--- src/rtl/gpio_in_filter_if.sv ---
// gpio_in_filter_if: register bus between the decoder and the input filter.
interface gpio_in_filter_if;
    logic        sel;
    logic        wr_en;
    logic        rd_en;
    logic [1:0]  addr;
    logic [31:0] wdata;
    logic [31:0] rdata;
    modport master (output sel, wr_en, rd_en, addr, wdata, input rdata);
    modport slave (input sel, wr_en, rd_en, addr, wdata, output rdata);
endinterface

--- src/rtl/gpio_in_filter.sv ---
// gpio_in_filter: synchronize, debounce and edge-detect pad inputs with a small irq register set.
module gpio_in_filter #(
    parameter int WIDTH   = 32,
    parameter int DEB_DIV = 1000
) (
    input  logic             clk,
    input  logic             resetn,
    gpio_in_filter_if.slave  bus,
    input  logic [WIDTH-1:0] gpio_raw,
    output logic [WIDTH-1:0] gpio_clean,
    output logic             irq
);
    localparam int PW = DEB_DIV > 1 ? $clog2(DEB_DIV) : 1;
    localparam logic [PW-1:0] LAST = PW'(DEB_DIV - 1);
    logic [PW-1:0] pre;
    logic tick, wr, rd;
    logic [WIDTH-1:0] s1, s2, irq_en, status, edge_sel, flip, set, wr_data;
    logic [WIDTH-1:0][1:0] cnt;
    logic [31:0] rd_val;
    assign tick = pre == LAST;
    assign wr = bus.sel && bus.wr_en;
    assign rd = bus.sel && bus.rd_en;
    assign wr_data = bus.wdata[WIDTH-1:0];
    assign set = flip & ~(s2 ^ edge_sel);
    assign irq = |(status & irq_en);
    always_comb begin
        flip = '0;
        for (int i = 0; i < WIDTH; i++)
            flip[i] = tick && (s2[i] != gpio_clean[i]) && (cnt[i] == 2'd2);
    end
    always_comb
        rd_val = bus.addr == 2'd0 ? 32'(gpio_clean) :
                 bus.addr == 2'd1 ? 32'(irq_en) :
                 bus.addr == 2'd2 ? 32'(status) : 32'(edge_sel);
    always_ff @(posedge clk or negedge resetn) begin
        if (!resetn) begin
            s1         <= '0;
            s2         <= '0;
            pre        <= '0;
            cnt        <= '0;
            gpio_clean <= '0;
        end else begin
            s1         <= gpio_raw;
            s2         <= s1;
            pre        <= tick ? '0 : pre + 1'b1;
            gpio_clean <= gpio_clean ^ flip;
            for (int i = 0; i < WIDTH; i++)
                cnt[i] <= !tick ? cnt[i] :
                          (s2[i] == gpio_clean[i] || flip[i]) ? 2'd0 : cnt[i] + 2'd1;
        end
    end
    // a set event in the same cycle as its W1C wins
    always_ff @(posedge clk or negedge resetn) begin
        if (!resetn) begin
            irq_en    <= '0;
            status    <= '0;
            edge_sel  <= '0;
            bus.rdata <= '0;
        end else begin
            irq_en    <= (wr && bus.addr == 2'd1) ? wr_data : irq_en;
            edge_sel  <= (wr && bus.addr == 2'd3) ? wr_data : edge_sel;
            status    <= (status & ~((wr && bus.addr == 2'd2) ? wr_data : '0)) | set;
            bus.rdata <= rd ? rd_val : bus.rdata;
        end
    end
endmodule
--- src/flat_wrapper.sv ---
// flat-port wrapper written by rule: the top's interface ports become plain ports
module gpio_in_filter_flat 
#(
    parameter int WIDTH   = 32,
    parameter int DEB_DIV = 1000
)
  (clk, resetn, gpio_raw, gpio_clean, irq, bus_sel, bus_wr_en, bus_rd_en, bus_addr, bus_wdata, bus_rdata);
  gpio_in_filter_if bus_i ();
  input  logic clk;
  input  logic resetn;
  input  logic [WIDTH-1:0] gpio_raw;
  output logic [WIDTH-1:0] gpio_clean;
  output logic irq;
  input wire logic [$bits(bus_i.sel)-1:0] bus_sel;
  input wire logic [$bits(bus_i.wr_en)-1:0] bus_wr_en;
  input wire logic [$bits(bus_i.rd_en)-1:0] bus_rd_en;
  input wire logic [$bits(bus_i.addr)-1:0] bus_addr;
  input wire logic [$bits(bus_i.wdata)-1:0] bus_wdata;
  output wire logic [$bits(bus_i.rdata)-1:0] bus_rdata;
  assign bus_i.sel = bus_sel;
  assign bus_i.wr_en = bus_wr_en;
  assign bus_i.rd_en = bus_rd_en;
  assign bus_i.addr = bus_addr;
  assign bus_i.wdata = bus_wdata;
  assign bus_rdata = bus_i.rdata;
  gpio_in_filter #(.WIDTH(WIDTH), .DEB_DIV(DEB_DIV)) u_core (.clk(clk), .resetn(resetn), .bus(bus_i), .gpio_raw(gpio_raw), .gpio_clean(gpio_clean), .irq(irq));
endmodule
--- config.mk ---
export PLATFORM = sky130hd
export DESIGN_NAME = gpio_in_filter_flat
export DESIGN_NICKNAME = d
export VERILOG_FILES = /design/src/rtl/gpio_in_filter_if.sv /design/src/rtl/gpio_in_filter.sv /design/src/flat_wrapper.sv
export SDC_FILE = /design/constraint.sdc
export NUM_CORES = 1
export LEC_CHECK = 0
export BUFFER_PORTS_ARGS = -buffer_cell sky130_fd_sc_hd__buf_2
export CELL_PAD_IN_SITES_DETAIL_PLACEMENT = 0
export CELL_PAD_IN_SITES_GLOBAL_PLACEMENT = 1
export CORE_ASPECT_RATIO = 1.1
export CORE_MARGIN = 8
export CORE_UTILIZATION = 45
export CTS_BUF_LIST = sky130_fd_sc_hd__clkbuf_16
export CTS_CLUSTER_DIAMETER = 50
export DETAILED_ROUTE_END_ITERATION = 8
export PLACE_DENSITY = 0.85
export SLEW_MARGIN = 30
export SYNTH_ARGS = -nofsm -noshare
export SYNTH_HDL_FRONTEND = slang
export SYNTH_SLANG_ARGS = --single-unit
--- constraint.sdc ---
create_clock -name clk -period 3.3 [get_ports clk]
set_clock_uncertainty 0.2 [all_clocks]
set_input_delay 0.66 -clock clk [delete_from_list [all_inputs] [get_ports clk]]
set_output_delay 0.66 -clock clk [all_outputs]
set_load 0.01 [all_outputs]
==> Flow_metrics.wiki, run 1 <==
{| class="wikitable"
! Metric !! Value
|-
| Run status || complete, no violations
|-
| Fraction of the mapped netlist area in simple logic gates || 9.69%
|-
| Overall Global Routing Usage || 17.9%
|-
| Initial antenna violation count || 2
|-
| Transition at the pin with the smallest max-transition slack || 0.629 ns
|-
| Synth-to-Final Area Change || 16.6%
|-
| Total core area || 0.0294 mm2
|-
| Initial drt markers || 481
|-
| Fin cells || 1522
|-
| Setup TNS || 0 ns
|-
| Power spent charging and discharging nets || 0.00224 W
|-
| Post-synthesis mux area share || 21.6%
|-
| Instance count of the mapped netlist || 976
|-
| Ratio of total power to cell area || 576 mW/mm2
|-
| Power share of the clock group || 39.8%
|-
| Maximum operating frequency || 327 MHz
|-
| H-tree depth || 2
|-
| Layout cell share with drive strength beyond 1 || 37.1%
|-
| Average size of a mapped cell || 13.7 um2
|-
| Family with the most delay on the worst path || simple AND/OR/NAND/NOR gates
|-
| Post-CTS clock slew at the launch and capture registers of the worst setup and hold paths || 0.06 ns
|-
| Total number of vias || 8550
|-
| Synth top area share || 56.0%
|-
| Synthesized flop and latch total || 298
|-
| Number of cells after detailed placement || 1463
|-
| Synth Area in Compound Gates || 4.73%
|-
| Hold Fails Final Rpt || 0
|-
| Fraction of power spent switching nets || 25.0%
|-
| Worst skew pair latency || 0.50 ns
|-
| Count of TritonRoute iterations in the first routing pass || 4
|-
| Fin nets || 1230
|-
| Syn nets || 1080
|-
| IO Port Bufs || 135
|-
| Clock period minus worst slack || 3.05 ns
|-
| Final standard cell utilization of the core || 52.9%
|-
| Proportion of synthesized flip-flops having asynchronous set or reset || 100%
|-
| DP Wirelength || 21.2 mm
|-
| Number of rows created at floorplan || 66
|-
| Cell area after technology mapping || 0.0133 mm2
|-
| Count of different cell masters after synthesis || 36
|-
| Clock tree root driver cell || sky130_fd_sc_hd__clkbuf_16
|-
| Internal portion of total power || 0.00671 W
|-
| Resized Gates After CTS || 0
|-
| Die area || 0.0354 mm2
|-
| Detailed Route WL || 31.4 mm
|-
| Cell-by-cell trace of the critical path || a22oi_1 > nand4_1 > or4_1 > buf_2
|-
| Critical path's largest stage delay || 0.63 ns
|-
| Fraction of synthesized cell area in xor and xnor cells || 2.30%
|-
| Total setup violations reported at the end of the flow || 0
|-
| Chip width || 180 um
|-
| Post-Synth Adder-Cell Area || 3.10%
|-
| Data arrival time of the worst path || 2.19 ns
|-
| Number of pins exceeding their max-slew limit in the final report || 0
|-
| Worst Setup Slack, final || 0.245 ns
|-
| Post-CTS Setup Repair Bufs || 0
|-
| Clock Sink Count || 298
|-
| Initial core utilization || 45.3%
|-
| Warnings, synthesis || 0
|-
| Number of hold buffers added after CTS || 1
|-
| Combinational share of power || 11.3%
|-
| Sequential element share of the synthesized area || 56.0%
|-
| Vert. Die Dim || 196 um
|-
| Maximum net fanout on the critical path || 3
|-
| Detailed-route wire length per cell || 20.6 um
|-
| Category of the most critical setup path || reg -> out
|-
| Worst Setup Start Kind || flop
|-
| Setup slack after placement || 0.716 ns
|-
| Global-route wire length before repair || 50.6 mm
|-
| Kind of path behind the tightest hold check || in -> reg
|-
| Vias per cell || 5.62
|-
| Most frequent cells after synthesis || sky130_fd_sc_hd__dfrtp_1 (298), sky130_fd_sc_hd__mux2_2 (186), sky130_fd_sc_hd__nor3_1 (65)
|-
| Largest net degree at the start of global routing || 86
|-
| Main synth FF type || sky130_fd_sc_hd__dfrtp_1
|-
| Boundary pin count || 136
|-
| Setup repair after global routing missed its margin || no
|-
| Longest Clk Path Bufs || 3
|-
| Most common cell in the netlist || sky130_fd_sc_hd__dfrtp_1
|-
| Combinational family with the most area after synthesis || multiplexers
|-
| DR DRC count || 0
|-
| Slowest cell on the critical path || sky130_fd_sc_hd__or4_1
|-
| Critical path required time || 2.44 ns
|-
| Total global routing overflow || 0
|-
| Via count of the first global-routing pass || 8877
|-
| Max-Cap Viols || 0
|-
| TritonCTS Buffers || 34
|-
| Number of synthesized flops with an enable pin || 0
|-
| Kind of end point of the critical path || output pin
|-
| CP Buf/Inv Count || 1
|-
| Flop pwr share || 48.9%
|-
| Lkg Pwr || 6.93 nW
|-
| CTS tree || done
|-
| Top area cells in the synthesized netlist || sky130_fd_sc_hd__dfrtp_1 (56%), sky130_fd_sc_hd__mux2_2 (16%), sky130_fd_sc_hd__mux4_2 (5.4%)
|-
| Library cell with the largest summed area after synthesis || sky130_fd_sc_hd__dfrtp_1
|-
| Gp weighted congestion || 0.757
|-
| Max rail drop VDD || 0.368 mV
|-
| Routed Antenna Nets || 0
|-
| Worst-case headroom to the max-slew limit || 58.0%
|-
| Portion of the clock cycle consumed by the worst path in the final layout || 92.6%
|}
==> sequential cells by signal, summed over array words and instances, names as in the netlist <==
name               flops
u_core.pre            10
u_core.bus.rdata      32
u_core.irq_en         32
u_core.s1             32
u_core.s2             32
u_core.status         32
u_core.cnt            64
u_core.edge_sel       32
u_core.gpio_clean     32
==> stage by stage <==
stage / instance area [um2] / hold slack, ns / total power (W)
finish: 15500 / 0.0586 / 0.00895
floorplan: 13300 / 0.131 / 0.00495
global route: 15500 / 0.0387 / 0.00935
global placement: 14500 / 0.133 / 0.00542
CTS: 15500 / 0.0339 / 0.00906
detailed placement: 14500 / 0.135 / 0.00547
==> logic make-up after synthesis <==
family                   Yosys count
XOR/XNOR                          35
adder cells (fa/ha/maj)           33
buffers and inverters             72
AND/OR/NAND/NOR                  223
AO/OA/AOI/OAI                     91
multiplexers                     224
flip-flops                       298
==> power groups by stage <==
stage          registers (W)  clock network (W)  logic [W]
2_1_floorplan        0.00437                  0   0.000584
3_3_place_gp         0.00442                  0    0.00101
3_5_place_dp         0.00443                  0    0.00103
4_1_cts              0.00437            0.00365    0.00104
5_1_grt              0.00443            0.00381    0.00111
6_report             0.00438            0.00356    0.00101
==> placed cells by master, fill, tap and decap left out, types with 3 or more instances in the layout <==
master,instances
sky130_fd_sc_hd__clkbuf_16,37
sky130_fd_sc_hd__mux2_2,186
sky130_fd_sc_hd__nor2b_1,33
sky130_fd_sc_hd__nor3b_1,32
sky130_fd_sc_hd__buf_4,11
sky130_fd_sc_hd__nand3_1,5
sky130_fd_sc_hd__buf_12,6
sky130_fd_sc_hd__nor3_1,65
sky130_fd_sc_hd__clkinv_2,5
sky130_fd_sc_hd__mux4_2,32
sky130_fd_sc_hd__xnor2_1,34
sky130_fd_sc_hd__a21oi_1,36
sky130_fd_sc_hd__buf_2,134
sky130_fd_sc_hd__o2bb2ai_1,32
sky130_fd_sc_hd__mux2_1,6
sky130_fd_sc_hd__or4_1,3
sky130_fd_sc_hd__a22oi_1,16
sky130_fd_sc_hd__nand2_1,35
sky130_fd_sc_hd__dfrtp_1,298
sky130_fd_sc_hd__clkinv_1,6
sky130_fd_sc_hd__ha_1,33
sky130_fd_sc_hd__nand4_1,38
sky130_fd_sc_hd__inv_1,36
sky130_fd_sc_hd__o31ai_1,3
==> worst paths after layout <==
kind                                          startpoint  cells after the start                             end  slack (ns)
setup / recovery           u_core.irq_en[29]$_DFFE_PN0P_                      4                             irq        0.25
hold / removal                               gpio_raw[4]                      1          u_core.s1[4]$_DFF_PN0_        0.06
setup reg to reg                 u_core.pre[3]$_DFF_PN0_                      4  u_core.gpio_clean[6]$_DFF_PN0_        0.96
hold reg to reg                  u_core.s1[14]$_DFF_PN0_                      0         u_core.s2[14]$_DFF_PN0_        0.15
max in group asynchronous                         resetn                      3    u_core.irq_en[8]$_DFFE_PN0P_        1.57
min in group asynchronous                         resetn                      2      u_core.cnt[35]$_DFFE_PN0P_        0.49
==> area by class of cell <==
type                       instances  area, um2
antenna                            1       2.50
sequential                       298       7460
clock buffer                      37        926
clock inverter                    20        133
tap                              374        468
timing repair buffer             153        898
inverter                          33        124
multi-input combinational        606       5530
fill                            2496      13900
==> routing by layer <==
metal	up-vias	global-route usage [%]	share of wire [%]
met1	4373	23.5	44
met4	2	5.76	2.5
li1	3905	-	-
met2	219	29.5	48
met5	-	0	0.041
met3	51	4.03	6.0
No activity file was read; power rests on OpenSTA's default activity.
==> run 2: changes to the inputs <==
- RECOVER_POWER: not set -> 25
==> Flow_metrics.wiki, run 2 (synthesis gave the netlist of run 1 again) <==
{| class="wikitable"
! Metric !! Value
|-
| Run status || finished with violations
|-
| Failing checks || capacitance limit, slew limit
|-
| Multi-input gate area || 0.00553 mm2 (unchanged)
|-
| Vias per cell || 5.61 (about the same)
|-
| Register with the most flip-flops || u_core.cnt
|-
| Boundary pin count || 136 (unchanged)
|-
| Initial core utilization || 45.3% (unchanged)
|-
| Vert. Die Dim || 196 um (unchanged)
|-
| Detailed-route wire length per cell || 20.6 um (unchanged)
|-
| Max FFs per register || 64 (unchanged)
|-
| Largest net degree at the start of global routing || 86 (unchanged)
|-
| Total global routing overflow || 0 (unchanged)
|-
| Number of fill cells in the layout || 2507 (+0.44%)
|-
| Overall Global Routing Usage || 17.9% (unchanged)
|-
| Setup slack after placement || 0.716 ns (unchanged)
|-
| Routed Antenna Nets || 0 (unchanged)
|-
| Category of the most critical setup path || reg -> out
|-
| Total core area || 0.0294 mm2 (unchanged)
|-
| Layout cell share with drive strength beyond 1 || 36.5% (-0.52 points)
|-
| Total number of vias || 8544 (-0.070%)
|-
| Count of TritonRoute iterations in the first routing pass || 4 (unchanged)
|-
| Internal portion of total power || 0.00670 W (about the same)
|-
| Hold Fails Final Rpt || 0 (unchanged)
|-
| Fraction of power spent switching nets || 25.1% (+0.033 points)
|-
| Portion of the clock cycle consumed by the worst path in the final layout || 92.8% (+0.20 points)
|-
| DR DRC count || 0 (unchanged)
|-
| Critical R2R Launch || u_core.pre[3]$_DFF_PN0_
|-
| Power spent charging and discharging nets || 0.00224 W (+0.12%)
|-
| Initial antenna violation count || 2 (unchanged)
|-
| Global-route wire length before repair || 50.6 mm (unchanged)
|-
| CTS tree || done
|-
| Transition at the pin with the smallest max-transition slack || 1.67 ns (+1.04 ns)
|-
| Combinational share of power || 11.3% (about the same)
|-
| Number of rows created at floorplan || 66 (unchanged)
|-
| Post-CTS clock slew at the launch and capture registers of the worst setup and hold paths || 0.06 ns (about the same)
|-
| Die area || 0.0354 mm2 (unchanged)
|-
| Synth-to-Final Area Change || 16.3%
|-
| DP Wirelength || 21.2 mm (unchanged)
|-
| Worst R2R Path Depth || 4 (unchanged)
|-
| Setup TNS || 0 ns (unchanged)
|-
| Worst skew pair latency || 0.50 ns (about the same)
|-
| Worst-case headroom to the max-slew limit || -11.3% (-69 points)
|-
| Hold Worst Slack || 0.0569 ns (-0.00177 ns)
|-
| Initial drt markers || 543 (+13%)
|-
| Detailed Route WL || 31.4 mm (unchanged)
|-
| Clock period minus worst slack || 3.06 ns (+0.00650 ns)
|-
| Instance count along the most critical hold path || 1 (unchanged)
|-
| Data arrival time of the worst path || 2.20 ns (about the same)
|-
| Area used by sequential logic in the layout || 0.00746 mm2 (unchanged)
|-
| Worst Setup Slack, final || 0.239 ns (-0.00650 ns)
|-
| Chip width || 180 um (unchanged)
|-
| Kind of end point of the critical path || output pin
|-
| Worst min-delay path endpoint || u_core.s1[4]$_DFF_PN0_
|-
| Beginning of the worst hold path || gpio_raw[4]
|-
| Critical path required time || 2.44 ns (about the same)
|-
| Max rail drop VDD || 0.368 mV (about the same)
|-
| Setup slack on the worst flop-to-flop path || 0.98 ns (+0.02 ns)
|-
| Clock Sink Count || 298 (unchanged)
|-
| Kind of path behind the tightest hold check || in -> reg
|-
| Maximum operating frequency || 327 MHz (-0.21%)
|-
| Resized Gates After CTS || 0 (unchanged)
|-
| Critical register-to-register path endpoint || u_core.gpio_clean[6]$_DFF_PN0_
|-
| Post-CTS Setup Repair Bufs || 0 (unchanged)
|-
| Number of hold buffers added after CTS || 1 (unchanged)
|-
| Longest Clk Path Bufs || 3 (unchanged)
|-
| Ratio of total power to cell area || 577 mW/mm2 (+0.27%)
|-
| Most common cell after layout, fill and taps aside || sky130_fd_sc_hd__dfrtp_1
|-
| Commonest cells after routing, fill and taps aside || sky130_fd_sc_hd__dfrtp_1 (298), sky130_fd_sc_hd__mux2_2 (186), sky130_fd_sc_hd__buf_2 (129), sky130_fd_sc_hd__nor3_1 (65), sky130_fd_sc_hd__nand4_1 (38)
|-
| Gp weighted congestion || 0.757 (unchanged)
|-
| IO Port Bufs || 135 (unchanged)
|-
| Flop pwr share || 49.0% (about the same)
|-
| Lkg Pwr || 6.90 nW (-0.44%)
|-
| Clock tree root driver cell || sky130_fd_sc_hd__clkbuf_16
|-
| Setup repair after global routing missed its margin || no
|-
| Fin nets || 1230 (unchanged)
|-
| Worst Setup Start Kind || flop
|-
| Total setup violations reported at the end of the flow || 0 (unchanged)
|-
| H-tree depth || 2 (unchanged)
|-
| Power share of the clock group || 39.8% (about the same)
|-
| Maximum net fanout on the critical path || 3 (unchanged)
|-
| Via count of the first global-routing pass || 8877 (unchanged)
|-
| Number of pins exceeding their max-slew limit in the final report || 60 (+60)
|-
| Max-Cap Viols || 1 (+1)
|-
| TritonCTS Buffers || 34 (unchanged)
|}
==> run 2: cell types whose count changed in the layout (fill, tap and decap cells not counted) <==
cell and change:
sky130_fd_sc_hd__clkbuf_2 +2, sky130_fd_sc_hd__buf_4 -1, sky130_fd_sc_hd__buf_2 -5, sky130_fd_sc_hd__clkbuf_1 +6, sky130_fd_sc_hd__buf_8 -1, sky130_fd_sc_hd__buf_6 +1
sky130_fd_sc_hd__buf_12 -2
==> run 2: per-stage QoR <==
| step | utilization, % | power [W] | cell area [um2] | std cells |
|---|---|---|---|---|
| after CTS | 52.8 | 0.00906 | 15500 | 1521 |
| final | 52.7 | 0.00895 | 15500 | 1522 |
| after global routing | 52.7 | 0.00934 | 15500 | 1522 |
| after detailed placement | 49.2 | 0.00547 | 14500 | 1463 |
| after global placement | 49.2 | 0.00542 | 14500 | 1463 |
| after floorplan | - | 0.00495 | 13300 | 976 |
==> run 2: layout make-up <==
cell class / count / share of cell area (%)
diodes: 1 / 0.0162
clock buffers: 37 / 5.98
clock inverters: 20 / 0.856
inverters: 33 / 0.799
multi-input cells: 606 / 35.7
flip-flops and latches: 298 / 48.1
well taps: 374 / 3.02
repair buffers: 153 / 5.52
==> run 2: power by group through the flow <==
stage | Clock, W | Combinational (W) | Sequential (W)
2_1_floorplan | 0 | 0.000584 | 0.00437
5_1_grt | 0.00381 | 0.00111 | 0.00443
3_5_place_dp | 0 | 0.00103 | 0.00443
4_1_cts | 0.00365 | 0.00104 | 0.00437
6_report | 0.00356 | 0.00101 | 0.00438
3_3_place_gp | 0 | 0.00101 | 0.00442
==> run 2: critical path, cell delays in order (launching register included) <==
cell	delay, ns
sky130_fd_sc_hd__dfrtp_1	0.39
sky130_fd_sc_hd__a22oi_1	0.35
sky130_fd_sc_hd__nand4_1	0.14
sky130_fd_sc_hd__or4_1	0.63
sky130_fd_sc_hd__buf_2	0.19
==> run 2: metal layers <==
metal,track usage [%],part of all wire (%),up-vias
li1,-,-,3895
met1,23.5,44,4366
met2,29.5,48,229
met3,4.03,6.0,52
met4,5.76,2.5,2
met5,0,0.041,-
==> run 2: worst max-delay path by stage <==
stage / cells after the start / startpoint / endpoint / slack (ns)
CTS: 4 / u_core.irq_en[29]$_DFFE_PN0P_ / irq / 0.17
global placement: 4 / u_core.status[16]$_DFF_PN0_ / irq / 0.70
floorplan: 4 / bus_addr[0] / u_core.bus.rdata[10]$_DFFE_PN0P_ / 1.06
finish: 4 / u_core.irq_en[29]$_DFFE_PN0P_ / irq / 0.24
global route: 3 / resetn / u_core.edge_sel[28]$_DFFE_PN0P_ / 0.11
detailed placement: 4 / u_core.irq_en[29]$_DFFE_PN0P_ / irq / 0.72
